[config.mk]
export PLATFORM = sky130hd
export DESIGN_NAME = rq_addsub_pipe
export DESIGN_NICKNAME = d
export VERILOG_FILES = /design/src/rtl/rq_arith_pkg.sv /design/src/rtl/rq_prefix_lane.sv /design/src/rtl/rq_addsub_pipe.sv
export SDC_FILE = /design/constraint.sdc
export NUM_CORES = 1
export LEC_CHECK = 0
export ABC_CLOCK_PERIOD_IN_PS = 1650
export CAP_MARGIN = 5
export CORE_AREA = 8 8 144 146
export DETAILED_ROUTE_END_ITERATION = 8
export DIE_AREA = 0 0 152 154
export PLACE_DENSITY = 0.81
export SETUP_SLACK_MARGIN = 0.4
export SYNTH_ARGS = -nofsm -noshare
export SYNTH_HDL_FRONTEND = slang
export SYNTH_SLANG_ARGS = --single-unit
[constraint.sdc]
create_clock -name clk -period 1.65 [get_ports clk]
set_input_delay 0.495 -clock clk [delete_from_list [all_inputs] [get_ports clk]]
set_output_delay 0.495 -clock clk [all_outputs]
set_load 0.005 [all_outputs]
[src/rtl/rq_arith_pkg.sv]
// Shared Rq arithmetic definitions: op encoding, prefix-tree geometry, cell primitives.
package rq_arith_pkg;

    typedef enum logic {
        RQ_ADD = 1'b0,
        RQ_SUB = 1'b1
    } rq_op_e;

    localparam int unsigned SRC_W = 16;

    // One prefix-tree position: does a cell sit here, is it black, which bit feeds it.
    typedef struct packed {
        logic             active;
        logic             black;
        logic [SRC_W-1:0] src;
    } prefix_cell_t;

    // Ceiling log2, used to size the prefix tree.
    function automatic int unsigned clog2(input int unsigned n);
        int unsigned r;
        int unsigned v;
        r = 0;
        v = 1;
        while (v < n) begin
            v = v << 1;
            r = r + 1;
        end
        return r;
    endfunction

    // Sklansky geometry: at level lvl, bit i combines with the top bit of the
    // neighbouring 2^lvl block below it; the cell is grey once the group reaches bit 0.
    function automatic prefix_cell_t prefix_cell(input int unsigned lvl, input int unsigned bit_i);
        prefix_cell_t c;
        c.active = 1'(((bit_i >> lvl) & 32'd1) != 32'd0);
        c.black  = c.active && ((bit_i >> (lvl + 1)) != 32'd0);
        c.src    = c.active ? SRC_W'(((bit_i >> lvl) << lvl) - 32'd1) : SRC_W'(bit_i);
        return c;
    endfunction

    // Half adder: {generate, propagate}.
    function automatic logic [1:0] ha(input logic a, input logic b);
        return {a & b, a ^ b};
    endfunction

    // Grey cell: group generate only.
    function automatic logic grey_cell(input logic gi, input logic pi, input logic gj);
        return gi | (pi & gj);
    endfunction

    // Black cell: group {generate, propagate}.
    function automatic logic [1:0] black_cell(input logic gi, input logic pi,
                                              input logic gj, input logic pj);
        return {gi | (pi & gj), pi & pj};
    endfunction

endpackage

[src/rtl/rq_prefix_lane.sv]
// Combinational slice of a Sklansky prefix tree covering levels [LO_LEVEL, HI_LEVEL).
module rq_prefix_lane
    import rq_arith_pkg::*;
#(
    parameter int unsigned NUM_BIT  = 13,
    parameter int unsigned LO_LEVEL = 0,
    parameter int unsigned HI_LEVEL = 2
) (
    input  logic [NUM_BIT-1:0] g_in,
    input  logic [NUM_BIT-1:0] p_in,
    output logic [NUM_BIT-1:0] g_out,
    output logic [NUM_BIT-1:0] p_out
);

    localparam int unsigned NLV = HI_LEVEL - LO_LEVEL;

    logic [NLV:0][NUM_BIT-1:0] g_lv;
    logic [NLV:0][NUM_BIT-1:0] p_lv;

    assign g_lv[0] = g_in;
    assign p_lv[0] = p_in;

    // One row of cells per level; bits without a cell pass straight through.
    for (genvar l = 0; l < NLV; l++) begin : g_level
        for (genvar i = 0; i < NUM_BIT; i++) begin : g_bit
            localparam prefix_cell_t CELL = prefix_cell(LO_LEVEL + l, i);
            localparam int unsigned  SRC  = 32'(CELL.src);
            if (CELL.active && CELL.black) begin : g_black
                assign {g_lv[l+1][i], p_lv[l+1][i]} =
                    black_cell(g_lv[l][i], p_lv[l][i], g_lv[l][SRC], p_lv[l][SRC]);
            end else if (CELL.active) begin : g_grey
                assign g_lv[l+1][i] = grey_cell(g_lv[l][i], p_lv[l][i], g_lv[l][SRC]);
                assign p_lv[l+1][i] = 1'b0;
            end else begin : g_pass
                assign g_lv[l+1][i] = g_lv[l][i];
                assign p_lv[l+1][i] = p_lv[l][i];
            end
        end
    end

    assign g_out = g_lv[NLV];
    assign p_out = p_lv[NLV];

endmodule

[src/rtl/rq_addsub_pipe.sv]
// Two-stage, multi-lane mod 2^NUM_BIT adder/subtractor with valid/ready backpressure.
module rq_addsub_pipe
    import rq_arith_pkg::*;
#(
    parameter int unsigned NUM_BIT = 13,
    parameter int unsigned LANES   = 4,
    parameter int unsigned TAG_W   = 8,
    parameter int unsigned SPLIT   = 2
) (
    input  logic                     clk,
    input  logic                     rst_n,
    input  logic                     in_valid,
    output logic                     in_ready,
    input  logic                     in_op,
    input  logic [LANES*NUM_BIT-1:0] in_x1,
    input  logic [LANES*NUM_BIT-1:0] in_x2,
    input  logic [TAG_W-1:0]         in_tag,
    output logic                     out_valid,
    input  logic                     out_ready,
    output logic [LANES*NUM_BIT-1:0] out_sum,
    output logic [LANES-1:0]         out_cout,
    output logic [TAG_W-1:0]         out_tag
);

    localparam int unsigned LEVELS = clog2(NUM_BIT);
    localparam int unsigned VEC_W  = LANES * NUM_BIT;

    logic [VEC_W-1:0] gs_c, ps_c, p0_c, sum_c;
    logic [LANES-1:0] cout_c;

    logic [VEC_W-1:0] s1_g, s1_p, s1_p0;
    logic             s1_op;
    logic [TAG_W-1:0] s1_tag;
    logic             s1_valid;

    logic [VEC_W-1:0] s2_sum;
    logic [LANES-1:0] s2_cout;
    logic [TAG_W-1:0] s2_tag;
    logic             s2_valid;

    logic s2_adv;
    logic in_fire;

    // Per-lane datapath: g/p front end, lower tree levels, then upper levels and sum XOR.
    for (genvar k = 0; k < LANES; k++) begin : g_lane
        logic [NUM_BIT-1:0] a, b, gh, g0, p0, gs, ps, gf, unused_p, p0_s1;
        logic               cin;

        assign cin = (in_op == RQ_SUB);
        assign a   = in_x1[k*NUM_BIT +: NUM_BIT];
        assign b   = cin ? ~in_x2[k*NUM_BIT +: NUM_BIT] : in_x2[k*NUM_BIT +: NUM_BIT];

        for (genvar i = 0; i < NUM_BIT; i++) begin : g_ha
            assign {gh[i], p0[i]} = ha(a[i], b[i]);
        end
        assign g0 = gh | NUM_BIT'(p0[0] & cin);

        rq_prefix_lane #(.NUM_BIT(NUM_BIT), .LO_LEVEL(0), .HI_LEVEL(SPLIT)) u_lo (
            .g_in (g0),
            .p_in (p0),
            .g_out(gs),
            .p_out(ps)
        );

        assign gs_c[k*NUM_BIT +: NUM_BIT] = gs;
        assign ps_c[k*NUM_BIT +: NUM_BIT] = ps;
        assign p0_c[k*NUM_BIT +: NUM_BIT] = p0;

        rq_prefix_lane #(.NUM_BIT(NUM_BIT), .LO_LEVEL(SPLIT), .HI_LEVEL(LEVELS)) u_hi (
            .g_in (s1_g[k*NUM_BIT +: NUM_BIT]),
            .p_in (s1_p[k*NUM_BIT +: NUM_BIT]),
            .g_out(gf),
            .p_out(unused_p)
        );

        assign p0_s1 = s1_p0[k*NUM_BIT +: NUM_BIT];
        assign sum_c[k*NUM_BIT +: NUM_BIT] = p0_s1 ^ ((gf << 1) | NUM_BIT'(s1_op));
        assign cout_c[k] = gf[NUM_BIT-1];
    end

    // Handshake: S2 advances when it is empty or being drained; S1 accepts when it frees up.
    always_comb begin
        s2_adv   = s1_valid & (~s2_valid | out_ready);
        in_ready = ~s1_valid | s2_adv;
        in_fire  = in_valid & in_ready;
    end

    // Stage 1: partial prefix vectors, p0, op and tag.
    always_ff @(posedge clk or negedge rst_n) begin
        if (!rst_n) begin
            s1_g     <= '0;
            s1_p     <= '0;
            s1_p0    <= '0;
            s1_op    <= 1'b0;
            s1_tag   <= '0;
            s1_valid <= 1'b0;
        end else if (in_fire) begin
            s1_g     <= gs_c;
            s1_p     <= ps_c;
            s1_p0    <= p0_c;
            s1_op    <= in_op;
            s1_tag   <= in_tag;
            s1_valid <= 1'b1;
        end else if (s2_adv) begin
            s1_valid <= 1'b0;
        end
    end

    // Stage 2: finished result, held stable until the consumer takes it.
    always_ff @(posedge clk or negedge rst_n) begin
        if (!rst_n) begin
            s2_sum   <= '0;
            s2_cout  <= '0;
            s2_tag   <= '0;
            s2_valid <= 1'b0;
        end else if (s2_adv) begin
            s2_sum   <= sum_c;
            s2_cout  <= cout_c;
            s2_tag   <= s1_tag;
            s2_valid <= 1'b1;
        end else if (out_ready) begin
            s2_valid <= 1'b0;
        end
    end

    assign out_valid = s2_valid;
    assign out_sum   = s2_sum;
    assign out_cout  = s2_cout;
    assign out_tag   = s2_tag;

endmodule

==> summary by stage, run 1 <==
Outcome
The run finished, with violations left. The checks that failed: negative setup slack.

Logic synthesis
Synthesis produced 1040 cells. The flip-flop and latch count after synthesis is 203. The number of nets produced by synthesis is 1213. The combined area of all synthesized cells is 0.00965 sq mm. The count of distinct cell types in the synthesized netlist is 24. In this run the mean area of a mapped cell was ~9.3 sq um. The portion of the post-synthesis area used by sequential elements is 52.6%.

For this run, the number of Yosys warnings is 0. By count the netlist is led by sky130_fd_sc_hd__nand2_1, sky130_fd_sc_hd__dfrtp_1, sky130_fd_sc_hd__xor2_1. Among all flip-flop cells after synthesis, the most frequent one is sky130_fd_sc_hd__dfrtp_1.

Counting flops with a built-in enable in the synthesized netlist gives 0. Among all cell types in the netlist, the one instantiated most often is sky130_fd_sc_hd__nand2_1. The synthesized design spends more area on one cell type than any other, namely sky130_fd_sc_hd__dfrtp_1.

In the post-synthesis netlist, the biggest area contributors are sky130_fd_sc_hd__dfrtp_1, sky130_fd_sc_hd__nand2_1, sky130_fd_sc_hd__ha_1, sky130_fd_sc_hd__xor2_1, sky130_fd_sc_hd__o21ai_1. The proportion of netlist area held by the largest area contributor is roughly 53%. The async set or reset register ratio after synthesis is 100%.

Placed design
Once detailed placement completed, the half-perimeter wirelength came to 17200 um. The count of input and output buffers is 182. The post-place setup slack is -0.534 ns. At the end of routability-driven placement, the weighted congestion stood at 0.813.

Critical path
The arrival time reported for the critical path endpoint is roughly 2.2 ns. The critical-path cell with the highest stage delay is sky130_fd_sc_hd__dfrtp_2. The endpoint class of the critical path is a register. The setup path with the least slack is of type reg -> reg.

The startpoint of the worst-slack reg-to-reg timing path is out_valid$_DFFE_PN0P_. The kind of cell adding the most delay to the critical path is buffers and inverters. In this design, the stage delay of the slowest critical-path cell is just under 0.4 ns. STA classifies the critical path startpoint as a register.

Walking the worst path, the cells encountered are buf_6 > nand3b_4 > buf_4 > buf_6 > buf_4 > and2_4 > buf_12 > clkbuf_16 > a21oi_1. The startpoint of the most critical setup path is out_valid$_DFFE_PN0P_. Counting cells, the worst reg-to-reg path comes to 9. The critical path contains buffers and inverters numbering 6 combined. The data required time of the worst path is 2.06 ns.

The end of the worst register-to-register path is s1_g[50]$_DFFE_PN0P_. The worst register-to-register path has a setup slack of -0.09 ns. Of all nets on the critical path, the largest fanout is 6.

Power and ir drop
For this design the static power due to leakage is 7.88 nW. Summed over all nets, the switching power comes to around 6.0 mW. The power density relative to cell area is 1200 mW/mm^2.

The maximum ir drop on the vdd rail is a little over 0.0009 V. The switching part of the total power is approximately 32%. The part of the total power dissipated in the clock network is 29.1%. The internal power summed over all cells is 12.7 mW.

The share of total power dissipated in combinational logic is 33.9%. Per report_power, the sequential group accounts for roughly 37% of the total.

Timing
After layout, the minimum clock period comes to 1.74 ns. Setup repair after global routing could not meet its margin everywhere. The highest clock frequency the design can meet is 574 MHz. The final count of pins violating max slew is 0. The worst clock skew is 0.0126 ns. The worst setup slack after layout is -0.0920 ns.

Setup violations remaining at the end of the flow were counted as 66. In this run the tightest slew margin relative to its limit is 77.9%. The hold violation total from the final report was 0. The final hold slack is 0.293 ns.

For the pin with the worst max-slew slack, the measured transition is 0.330 ns. The fraction of the cycle the final worst path needs is 106%.

Route
The detailed router finished its first iteration with 814 violations. The first TritonRoute pass finished after 5 iterations. Once detail routing completed, the nets flagged for antenna violations numbered 0. The number of vias in the routed layout is roughly 9600. After detailed routing, the number of remaining DRC violations is 0. After detailed routing, the total wire length is 37900 um. After detailed routing, the average wire length per cell comes to 22.7 um. The detailed-route vias per instance is between 5 and 6.

Clock network
Counting the buffers created by CTS gives 22. CTS built an H-tree with a depth of 1. The clock edge transition at the registers on the reported setup and hold paths is 0.06 ns.

The longest clock path from root to sink contains 3 buffers. In this run the clock root is driven by a sky130_fd_sc_hd__clkbuf_16. The CTS tree is yes. The insertion delay to the later sink of the worst-skew pair is 0.50 ns. The clock net in this run drives a total of 203 sinks.

GRT
The number of antenna violations at the first check in global routing is 2. The total overflow reported by the global router is 0. The pin count of the biggest net entering global routing is 44.

The first global-routing pass estimated 52400 um of wire. The all-layer global routing usage is between 20% and 30%. The via count of the first global-routing pass was 9652.

Floorplanning
After floorplanning, the core was divided into 50 placement rows. The die extent in y is 154 um. For this design the top-level I/O count stands at 183.

Once the floorplan was initialized, standard cells occupied a little over half of the core. The floorplan step set the die width to 152 um. The area of the core is 0.0185 sq mm. The floorplan die area is 0.0234 sq mm.

Job
The number of violations of the max-capacitance limit is 0.

Layout
The fraction of layout instances using a drive strength above 1 is between 30% and 40%. The number of nets in the layout is ~1600. The post-route core utilization is 85.1%. The area growth from synthesis to layout is 62.7%.

Hold path
The startpoint identified for the worst hold timing path is in_op. The endpoint with the worst hold slack is s1_op$_DFFE_PN0P_. The path category of the worst min-delay check is in -> reg. Along the worst hold path, the cell count comes to 3.
[worst max path at each step]
stage / to / slack [ns] / cells after the start
after floorplan: s1_g[37]$_DFFE_PN0P_ / -0.23 / 8
after global placement: s1_g[37]$_DFFE_PN0P_ / -0.47 / 7
after detailed placement: s1_g[29]$_DFFE_PN0P_ / -0.53 / 8
after CTS: in_ready / -0.04 / 3
after global routing: s1_g[29]$_DFFE_PN0P_ / -0.13 / 10
final: s1_g[50]$_DFFE_PN0P_ / -0.09 / 9
[power groups by stage]
| stage | registers, mW | clock network, mW | logic, mW |
|---|---|---|---|
| after floorplan | 6.76 | 0 | 2.14 |
| after global placement | 6.81 | 0 | 4.31 |
| after detailed placement | 6.87 | 0 | 4.45 |
| after CTS | 6.76 | 5.40 | 5.21 |
| after global routing | 7.02 | 5.73 | 6.80 |
| final | 6.95 | 5.46 | 6.36 |
[cell usage in the layout, fill, tap and decap left out, types with 30 or more instances in the layout]
cell                              instances
sky130_fd_sc_hd__clkdlybuf4s50_1         96
sky130_fd_sc_hd__ha_1                    43
sky130_fd_sc_hd__nand2_1                252
sky130_fd_sc_hd__a21oi_1                 39
sky130_fd_sc_hd__xor2_1                  71
sky130_fd_sc_hd__buf_16                  30
sky130_fd_sc_hd__dfrtp_1                198
sky130_fd_sc_hd__nand2_4                 31
sky130_fd_sc_hd__o21ai_1                 53
sky130_fd_sc_hd__nand2_2                113
sky130_fd_sc_hd__nor2_1                  34
sky130_fd_sc_hd__buf_4                  130
sky130_fd_sc_hd__buf_2                   58
[cells by family (layout without fill, tap and decap cells)]
kind of cell               Yosys count  after routing  synth area share, %
and+or+nand+nor                    479            482                 19.5
other                                0              2                    0
xor gates and xnor gates           100            100                 9.08
AOI/OAI and AO/OA                  148            148                 8.30
muxes                                4              4                0.415
adders and majority gates           56             56                 7.26
buffers and inverters               50            438                 2.80
DFF                                203            203                 52.6
[worst reg2reg max path: cells and delay by family (launching register included)]
family | cells | cell delay [ns]
simple gates | 2 | 0.28
compound gates | 1 | 0.16
flops | 1 | 0.39
buf+inv | 6 | 0.82
[registers in the layout, indices dropped and copies added, names as in the netlist]
name	flops
s1_g	52
out_sum	52
out_valid	1
s1_tag	8
s1_p0	52
s1_valid	1
s1_op	1
out_cout	4
out_tag	8
s1_p	24
[per-layer routing]
layer / global-route usage [%] / wire [um] / part of all wire [%] / vias to the layer above
li1: - / - / - / 4153
met1: 33.4 / 13800 / 36 / 4740
met2: 49.0 / 19300 / 51 / 565
met3: 4.60 / 2720 / 7.2 / 177
met4: 11.4 / 2130 / 5.6 / 0
met5: 0 / 0 / 0 / -
[timing repair]
action / 4_1_cts / 5_1_grt
hold buffers: 1 / 0
cloned: 33 / 5
setup buffers: 66 / 36
endpoints found under the setup margin: 218 / 267
resized for setup: 440 / 169
endpoints found under the hold margin: 27 / 0
pin swaps: 81 / 21
[per-stage QoR]
step | setup TNS, ns | instance area (sq um) | power (mW) | std cells
2_1_floorplan | -3.65 | 9810 | 8.90 | 1040
3_3_place_gp | -38.65 | 12300 | 11.1 | 1484
3_5_place_dp | -44.50 | 12300 | 11.3 | 1484
4_1_cts | -0.137 | 14800 | 17.4 | 1624
5_1_grt | -4.12 | 15700 | 19.6 | 1667
6_report | -2.68 | 15700 | 18.8 | 1667
[cell type report]
class / count / area (sq um)
Fill cell: 879 / 2760
Timing Repair Buffer: 398 / 4350
Clock inverter: 7 / 113
Antenna cell: 2 / 5.00
Clock buffer: 33 / 693
Multi-Input combinational cell: 790 / 5150
Sequential cell: 203 / 5090
Tap cell: 234 / 293
(Power assumes the default switching activity.)
==> run 2, diff against run 1 <==
--- a/config.mk
+++ b/config.mk
@@ -8,8 +8,10 @@
 export ABC_CLOCK_PERIOD_IN_PS = 1650
 export CAP_MARGIN = 5
 export CORE_AREA = 8 8 144 146
+export CTS_CLUSTER_DIAMETER = 40
 export DETAILED_ROUTE_END_ITERATION = 8
 export DIE_AREA = 0 0 152 154
+export GPL_TIMING_DRIVEN = 0
 export PLACE_DENSITY = 0.81
 export SETUP_SLACK_MARGIN = 0.4
 export SYNTH_ARGS = -nofsm -noshare
==> run 2 against run 1 <==
Against the previous run:
- the run ends with negative hold slack, negative setup slack left
- final cell count decreased by 2.3%
- sequential share of layout area decreased by 1.5 points
- register-to-register slack got worse by 0.09 ns
- sequential cell count unchanged
- utilization increased by 4.0 points
- combinational power increased by 5.5%
- critical path type is now in -> reg
- clock power increased by 15%
- critical endpoint is now s1_p[11]$_DFFE_PN0P_
- worst setup slack got worse by 0.26 ns
==> summary by stage, run 2 (same netlist as run 1, synthesis figures left out) <==
Outcome
Failing checks: negative hold slack, negative setup slack (was negative setup slack). Result of the run: finished, violations left (unchanged).

GRT
The via count of the first global-routing pass was 10052 (was 9652). The pin count of the biggest net entering global routing came to 118 (was 44). The all-layer global routing usage is 31.0% (was 27.8%). The number of antenna violations at the first check in global routing is 0 (was 2).

The first-pass GRT wire length is 56400 um (was 52400 um). The total overflow reported by the global router was 0 (unchanged).

Critical path
The maximum cell stage delay along the critical path is 0.40 ns (was 0.39 ns). Among the stages of the critical path, the cell type that occurs most often is sky130_fd_sc_hd__buf_16. Critical path, cell by cell: buf_12 > buf_16 > buf_6 > buf_16 > buf_4 > xor2_1 > ha_1 > nand4_1 > o21ai_2 (was buf_6 > nand3b_4 > buf_4 > buf_6 > buf_4 > and2_4 > buf_12 > clkbuf_16 > a21oi_1).

The data required time of the worst path was 2.11 ns (was 2.06 ns). The critical-path cell with the highest stage delay is sky130_fd_sc_hd__ha_1 (was sky130_fd_sc_hd__dfrtp_2). The start-to-end type of the worst setup path was in -> reg (was reg -> reg).

The endpoint class of the critical path is a register (unchanged). The peak fanout along the critical path came to 7 (was 6). The arrival time reported for the critical path endpoint is 2.46 ns (was 2.15 ns).

The startpoint type of the worst setup path is a primary input (was register).

Route
The count of TritonRoute iterations in the first routing pass is 5 (unchanged). The post-detailed-route wirelength per cell was 29.9 um (was 22.7 um). The DRC violation count after routing was 0 (unchanged). The routed wire length is 48600 um (was 37900 um).

The remaining antenna violation count after routing is 0 (unchanged). The count of routing violations after the opening detailed-route iteration came to 965 (was 814). The number of vias in the routed layout is 10324 (was 9635). The detailed-route vias per instance is 6.34 (was 5.78).

Hold path
The path category of the worst min-delay check is in -> async (was in -> reg).

Timing
RSZ-0062 raised after global routing: true (unchanged). The worst clock skew is 0.0223 ns (was 0.0126 ns). The shortest period the worst path allows came to 2.00 ns (was 1.74 ns).

The highest clock frequency the design can meet is 500 MHz (was 574 MHz). The final count of pins violating max slew came to 0 (unchanged). The total of endpoints with negative setup slack in the final report is 119 (was 66). The hold violation total from the final report came to 33 (was 0). The worst setup slack after layout is -0.348 ns (was -0.0920 ns).

The remaining max-slew budget at the tightest pin was 50.7% (was 77.9%). The pin slew with the least headroom to its limit is 0.740 ns (was 0.330 ns). The fraction of the cycle the final worst path needs is 121% (was 106%).

The final hold slack was -0.0367 ns (was 0.293 ns).

Layout
The number of nets in the layout was 1547 (was 1588). The fraction of layout instances using a drive strength above 1 is 44.5% (was 37.8%). The most common cell after layout, fill and taps aside was sky130_fd_sc_hd__dfrtp_1 (was sky130_fd_sc_hd__nand2_1).

The number of antenna cells inserted came to 0 (was 2). The layout overhead on the synthesized area is 70.3% (was 62.7%). Commonest cells after routing, fill and taps aside: sky130_fd_sc_hd__dfrtp_1, sky130_fd_sc_hd__nand2_1, sky130_fd_sc_hd__nand2_2 (was sky130_fd_sc_hd__nand2_1, sky130_fd_sc_hd__dfrtp_1, sky130_fd_sc_hd__buf_4).

Power and ir drop
The maximum ir drop on the vdd rail is 0.000877 V (was 0.000928 V). The leakage power figure is 8.22 nW (was 7.88 nW). The power density relative to cell area came to 1230 mW/mm^2 (was 1200 mW/mm^2). The overall power is 20.2 mW (was 18.8 mW).

Placed design
The weighted congestion at the end of routability-driven global placement was 0.839 (was 0.813). The count of input and output buffers is 182 (unchanged). The HPWL after detailed placement is 20100 um (was 17200 um).

Floorplanning
The initial core utilization came to 52.3% (unchanged). The number of core rows is 50 (unchanged). The floorplan die area is 0.0234 sq mm (unchanged).

The horizontal die dimension was 152 um (unchanged). The die extent in y is 154 um (unchanged). The number of top-level pins came to 183 (unchanged).

The area of the core came to 0.0185 sq mm (unchanged).

Clock network
The clock edge transition at the registers on the reported setup and hold paths is 0.07 ns (was 0.06 ns). The number of buffers created by CTS is 28 (was 22). The maximum number of buffers from clock root to sink is 3 (unchanged).

The insertion delay to the later sink of the worst-skew pair is 0.55 ns (was 0.50 ns). The count of clock tree sinks is 203 (unchanged). The library cell used as clock root buffer is sky130_fd_sc_hd__clkbuf_16 (unchanged). The CTS H-tree depth was 1 (unchanged). The CTS tree is yes (unchanged).

Job
The number of violations of the max-capacitance limit is 0 (unchanged).
-- run 2: cell count changes in the layout (fill, tap and decap cells not counted), moves of 10 or more --
cell | previous run | this run
sky130_fd_sc_hd__buf_6 | 23 | 35
sky130_fd_sc_hd__nand2_4 | 31 | 114
sky130_fd_sc_hd__buf_4 | 130 | 58
sky130_fd_sc_hd__nor2_4 | 8 | 19
sky130_fd_sc_hd__nand2_1 | 252 | 161
sky130_fd_sc_hd__nor2_1 | 34 | 24
sky130_fd_sc_hd__a21oi_1 | 39 | 26
sky130_fd_sc_hd__clkbuf_16 | 28 | 41
-- run 2: per-stage QoR --
stage	instance area (sq um)	instances	TNS [ns]	util (%)	setup slack (ns)
after floorplan	9810	1040	-3.65	-	-0.232
after global routing	16400	1628	-6.69	89.0	-0.330
after CTS	14800	1612	-0.610	80.0	-0.0672
final	16400	1628	-4.16	89.0	-0.348
after global placement	11900	1456	-1787.97	64.6	-8.32
after detailed placement	12000	1457	-108.82	64.8	-1.22
-- run 2: critical path: cells and delay by family --
family / cells / cell delay [ns]
AOI/OAI and AO/OA: 1 / 0.26
xor gates and xnor gates: 1 / 0.17
adders and majority gates: 1 / 0.40
buffers and inverters: 5 / 0.72
and+or+nand+nor: 1 / 0.39
-- run 2: final timing paths --
| check | start | endpoint | slack [ns] | cells after the start |
|---|---|---|---|---|
| max in group asynchronous | rst_n | s1_valid$_DFFE_PN0P_ | 0.63 | 2 |
| hold / removal | rst_n | out_sum[7]$_DFFE_PN0P_ | -0.04 | 1 |
| hold reg to reg | out_tag[6]$_DFFE_PN0P_ | out_tag[6]$_DFFE_PN0P_ | 0.47 | 2 |
| setup reg to reg | out_valid$_DFFE_PN0P_ | out_sum[26]$_DFFE_PN0P_ | -0.18 | 9 |
| min in group clk | out_ready | out_valid$_DFFE_PN0P_ | 0.45 | 3 |
| setup / recovery | in_op | s1_p[11]$_DFFE_PN0P_ | -0.35 | 9 |
-- run 2: final cells by class --
type | count | area [sq um]
flip-flops and latches | 203 | 5080
plain buffers | 50 | 842
fillers | 692 | 2020
well taps | 234 | 293
clock inverters | 17 | 199
clock buffers | 33 | 751
multi-input cells | 789 | 6000
repair buffers | 302 | 3270
-- run 2: power breakdown --
part	internal [mW]	leakage, nW	total, mW	switching (mW)
combinational	3.12	5.26	6.71	3.59
clock	3.75	0.455	6.30	2.55
sequential	6.08	2.50	7.19	1.11
total	13.0	8.22	20.2	7.24
-- run 2: repair_timing --
| action | 4_1_cts | 5_1_grt |
|---|---|---|
| hold endpoints to repair | 0 | 0 |
| gates resized for setup | 531 | 399 |
| pin swaps | 63 | 211 |
| hold buffers | 0 | 0 |
| setup buffers | 80 | 5 |
| cloned | 25 | 11 |
| endpoints found under the setup margin | 267 | 267 |
-- run 2: layer usage --
layer	vias to the layer above	track usage (%)	wire length [um]
met5	-	0	0
met2	895	53.9	22200
li1	4075	-	-
met4	0	18.5	4550
met3	347	6.92	5440
met1	5007	34.6	16500
==> run 3, diff against run 2 <==
--- a/config.mk
+++ b/config.mk
@@ -5,7 +5,7 @@
 export SDC_FILE = /design/constraint.sdc
 export NUM_CORES = 1
 export LEC_CHECK = 0
-export ABC_CLOCK_PERIOD_IN_PS = 1650
+export ABC_CLOCK_PERIOD_IN_PS = 2110
 export CAP_MARGIN = 5
 export CORE_AREA = 8 8 144 146
 export CTS_CLUSTER_DIAMETER = 40
==> constraint.sdc (replaced) <==
create_clock -name clk -period 2.11 [get_ports clk]
set_input_delay 0.633 -clock clk [delete_from_list [all_inputs] [get_ports clk]]
set_output_delay 0.633 -clock clk [all_outputs]
set_load 0.005 [all_outputs]
==> run 3 against run 2 <==
Against the previous run:
- the run now ends clean
- cell area is 20% lower
- utilization is 17 points lower
- non-clock buffer count is 56 lower
- clock-buffer cell count is 1 higher
- first-iteration DRC count is 36% lower
- largest cell class is now sequential cells
- highest routed layer unchanged
==> summary by stage, run 3 (same netlist as run 1, synthesis figures left out) <==
Outcome
Result of the run: complete, no violations (was finished, violations left).

GRT
The number of antenna violations at the first check in global routing is 0 (unchanged). The all-layer global routing usage is 25.3% (was 31.0%). The via count of the first global-routing pass was 8760 (was 10052). The first-pass GRT wire length is 46800 um (was 56400 um). The total overflow reported by the global router is 0 (unchanged). The pin count of the biggest net entering global routing is 106 (was 118).

Critical path
The peak fanout along the critical path is 2 (was 7). The end of the worst register-to-register path is s1_g[50]$_DFFE_PN0P_ (was out_sum[26]$_DFFE_PN0P_). The data required time of the worst path is 1.48 ns (was 2.11 ns). The arrival time reported for the critical path endpoint came to 1.21 ns (was 2.46 ns). The depth of the most critical reg-to-reg path is 7 (was 9). The startpoint type of the worst setup path was a register (was primary input).

The startpoint of the worst-slack reg-to-reg timing path is out_valid$_DFFE_PN0P_ (unchanged). The endpoint class of the critical path is an output port (was register). The register-to-register setup slack is 0.44 ns (was -0.18 ns).

The start-to-end type of the worst setup path is reg -> out (was in -> reg).

Timing
The highest clock frequency the design can meet is 544 MHz. The pin slew with the least headroom to its limit is 0.763 ns (was 0.740 ns). The hold violation total from the final report is 0 (was 33). The worst setup slack after layout is 0.270 ns (was -0.348 ns). The final count of pins violating max slew is 0 (unchanged).

Counting I/O delays and the setup requirement, the final critical path takes between 1.5 and 2 ns. RSZ-0062 raised after global routing: true (unchanged). The total of endpoints with negative setup slack in the final report is 0 (was 119).

The fraction of the cycle the final worst path needs is 87.2%. The worst clock skew is 0.00898 ns (was 0.0223 ns). The remaining max-slew budget at the tightest pin is 49.1% (was 50.7%).

Clock network
The count of clock tree sinks came to 203 (unchanged). The insertion delay to the later sink of the worst-skew pair is 0.52 ns (was 0.55 ns). The CTS H-tree depth came to 1 (unchanged). The number of buffers added to fix hold violations after cts is 0 (unchanged). The library cell used as clock root buffer is sky130_fd_sc_hd__clkbuf_16 (unchanged). The number of buffers created by CTS came to 27 (was 28).

The clock edge transition at the registers on the reported setup and hold paths is 0.06 ns (was 0.07 ns). The maximum number of buffers from clock root to sink is 3 (unchanged). The CTS tree is yes (unchanged).

Power and ir drop
The overall power is 13.3 mW (was 20.2 mW). The power density relative to cell area is 1010 mW/mm^2 (was 1230 mW/mm^2). The maximum ir drop on the vdd rail was 0.000756 V (was 0.000877 V).

The leakage power figure came to 6.75 nW (was 8.22 nW).

Route
The count of routing violations after the opening detailed-route iteration was 617 (was 965). The detailed-route vias per instance is 5.37 (was 6.34). The count of TritonRoute iterations in the first routing pass was 5 (unchanged). The remaining antenna violation count after routing is 0 (unchanged). The number of vias in the routed layout is 8428 (was 10324).

The DRC violation count after routing is 0 (unchanged). The post-detailed-route wirelength per cell is 19.7 um (was 29.9 um). The routed wire length was 30900 um (was 48600 um).

Layout
The most common cell after layout, fill and taps aside is sky130_fd_sc_hd__nand2_1 (was sky130_fd_sc_hd__dfrtp_1). The final instance count without filler cells is 1569 (was 1628). Commonest cells after routing, fill and taps aside: sky130_fd_sc_hd__nand2_1, sky130_fd_sc_hd__dfrtp_1, sky130_fd_sc_hd__clkdlybuf4s50_1 (was sky130_fd_sc_hd__dfrtp_1, sky130_fd_sc_hd__nand2_1, sky130_fd_sc_hd__nand2_2). The fraction of layout instances using a drive strength above 1 is 19.3% (was 44.5%). The layout overhead on the synthesized area came to 37.0% (was 70.3%). The number of filler instances in the final layout is 1384 (was 692). The post-route core utilization is 71.6% (was 89.0%). The number of antenna cells inserted is 0 (unchanged). The number of nets in the layout came to 1488 (was 1547).

Floorplanning
The number of top-level pins is 183 (unchanged). The area of the core came to 0.0185 sq mm (unchanged). The die extent in y is 154 um (unchanged).

The initial core utilization is 52.3% (unchanged). The floorplan die area is 0.0234 sq mm (unchanged). The number of core rows is 50 (unchanged).

The horizontal die dimension was 152 um (unchanged).

Placed design
The post-place setup slack was -0.825 ns (was -1.22 ns). The cell count after placement is 1457 (unchanged). The HPWL after detailed placement is 20100 um (about the same). The count of input and output buffers is 182 (unchanged). The weighted congestion at the end of routability-driven global placement is 0.846 (was 0.839).

Job
The number of violations of the max-capacitance limit came to 0 (unchanged).

Hold path
The path category of the worst min-delay check is in -> async (unchanged).
-- run 3: final cells by class --
class | instances | area, sq um | area share, %
Timing Repair Buffer | 246 | 2090 | 15.8
Clock buffer | 34 | 732 | 5.54
Tap cell | 234 | 293 | 2.22
Clock inverter | 15 | 173 | 1.31
Sequential cell | 203 | 5080 | 38.4
Multi-Input combinational cell | 787 | 4460 | 33.7
Buffer | 50 | 394 | 2.98
-- run 3: worst max path at each step --
| stage | from | to | slack (ns) | cells past startpoint |
|---|---|---|---|---|
| floorplan | in_op | s1_g[33]$_DFFE_PN0P_ | 0.09 | 8 |
| global placement | rst_n | out_sum[32]$_DFFE_PN0P_ | -7.91 | 1 |
| finish | out_valid$_DFFE_PN0P_ | in_ready | 0.27 | 3 |
| global route | out_valid$_DFFE_PN0P_ | in_ready | 0.24 | 3 |
| detailed placement | in_op | s1_g[42]$_DFFE_PN0P_ | -0.82 | 9 |
| CTS | out_valid$_DFFE_PN0P_ | in_ready | 0.26 | 3 |
-- run 3: layer usage --
metal	wire, um	vias to the layer above	part of all wire (%)	global-route usage, %
met5	0	-	0	0
met4	994	0	3.2	8.33
met3	2080	69	6.7	4.65
met2	15100	324	49	43.5
met1	12700	4123	41	31.7
li1	-	3912	-	-
-- run 3: timing repair --
action / CTS / global route
gates resized for setup: 299 / 39
gates cloned: 0 / 2
setup buffers: 45 / 16
pin swaps: 34 / 42
endpoints found under the setup margin: 204 / 92
-- run 3: critical path, cell delays in order (launching register included) --
cell and delay, ns:
sky130_fd_sc_hd__dfrtp_1 0.40, sky130_fd_sc_hd__buf_6 0.13, sky130_fd_sc_hd__nand3b_4 0.07, sky130_fd_sc_hd__buf_6 0.10
-- run 3: per-stage QoR --
| step | setup TNS [ns] | hold slack (ns) | cell area (sq um) |
|---|---|---|---|
| 2_1_floorplan | 0 | 0.337 | 9700 |
| 3_3_place_gp | -1647.10 | 0.446 | 11800 |
| 3_5_place_dp | -48.93 | 0.460 | 11800 |
| 4_1_cts | 0 | 0.164 | 12900 |
| 5_1_grt | 0 | 0.196 | 13200 |
| 6_report | 0 | 0.119 | 13200 |
-- run 3: where the power goes --
part | leakage, nW | switching, mW | internal, mW
sequential | 2.50 | 0.527 | 4.76
combinational | 3.81 | 1.83 | 1.64
clock | 0.439 | 1.72 | 2.83
total | 6.75 | 4.09 | 9.23
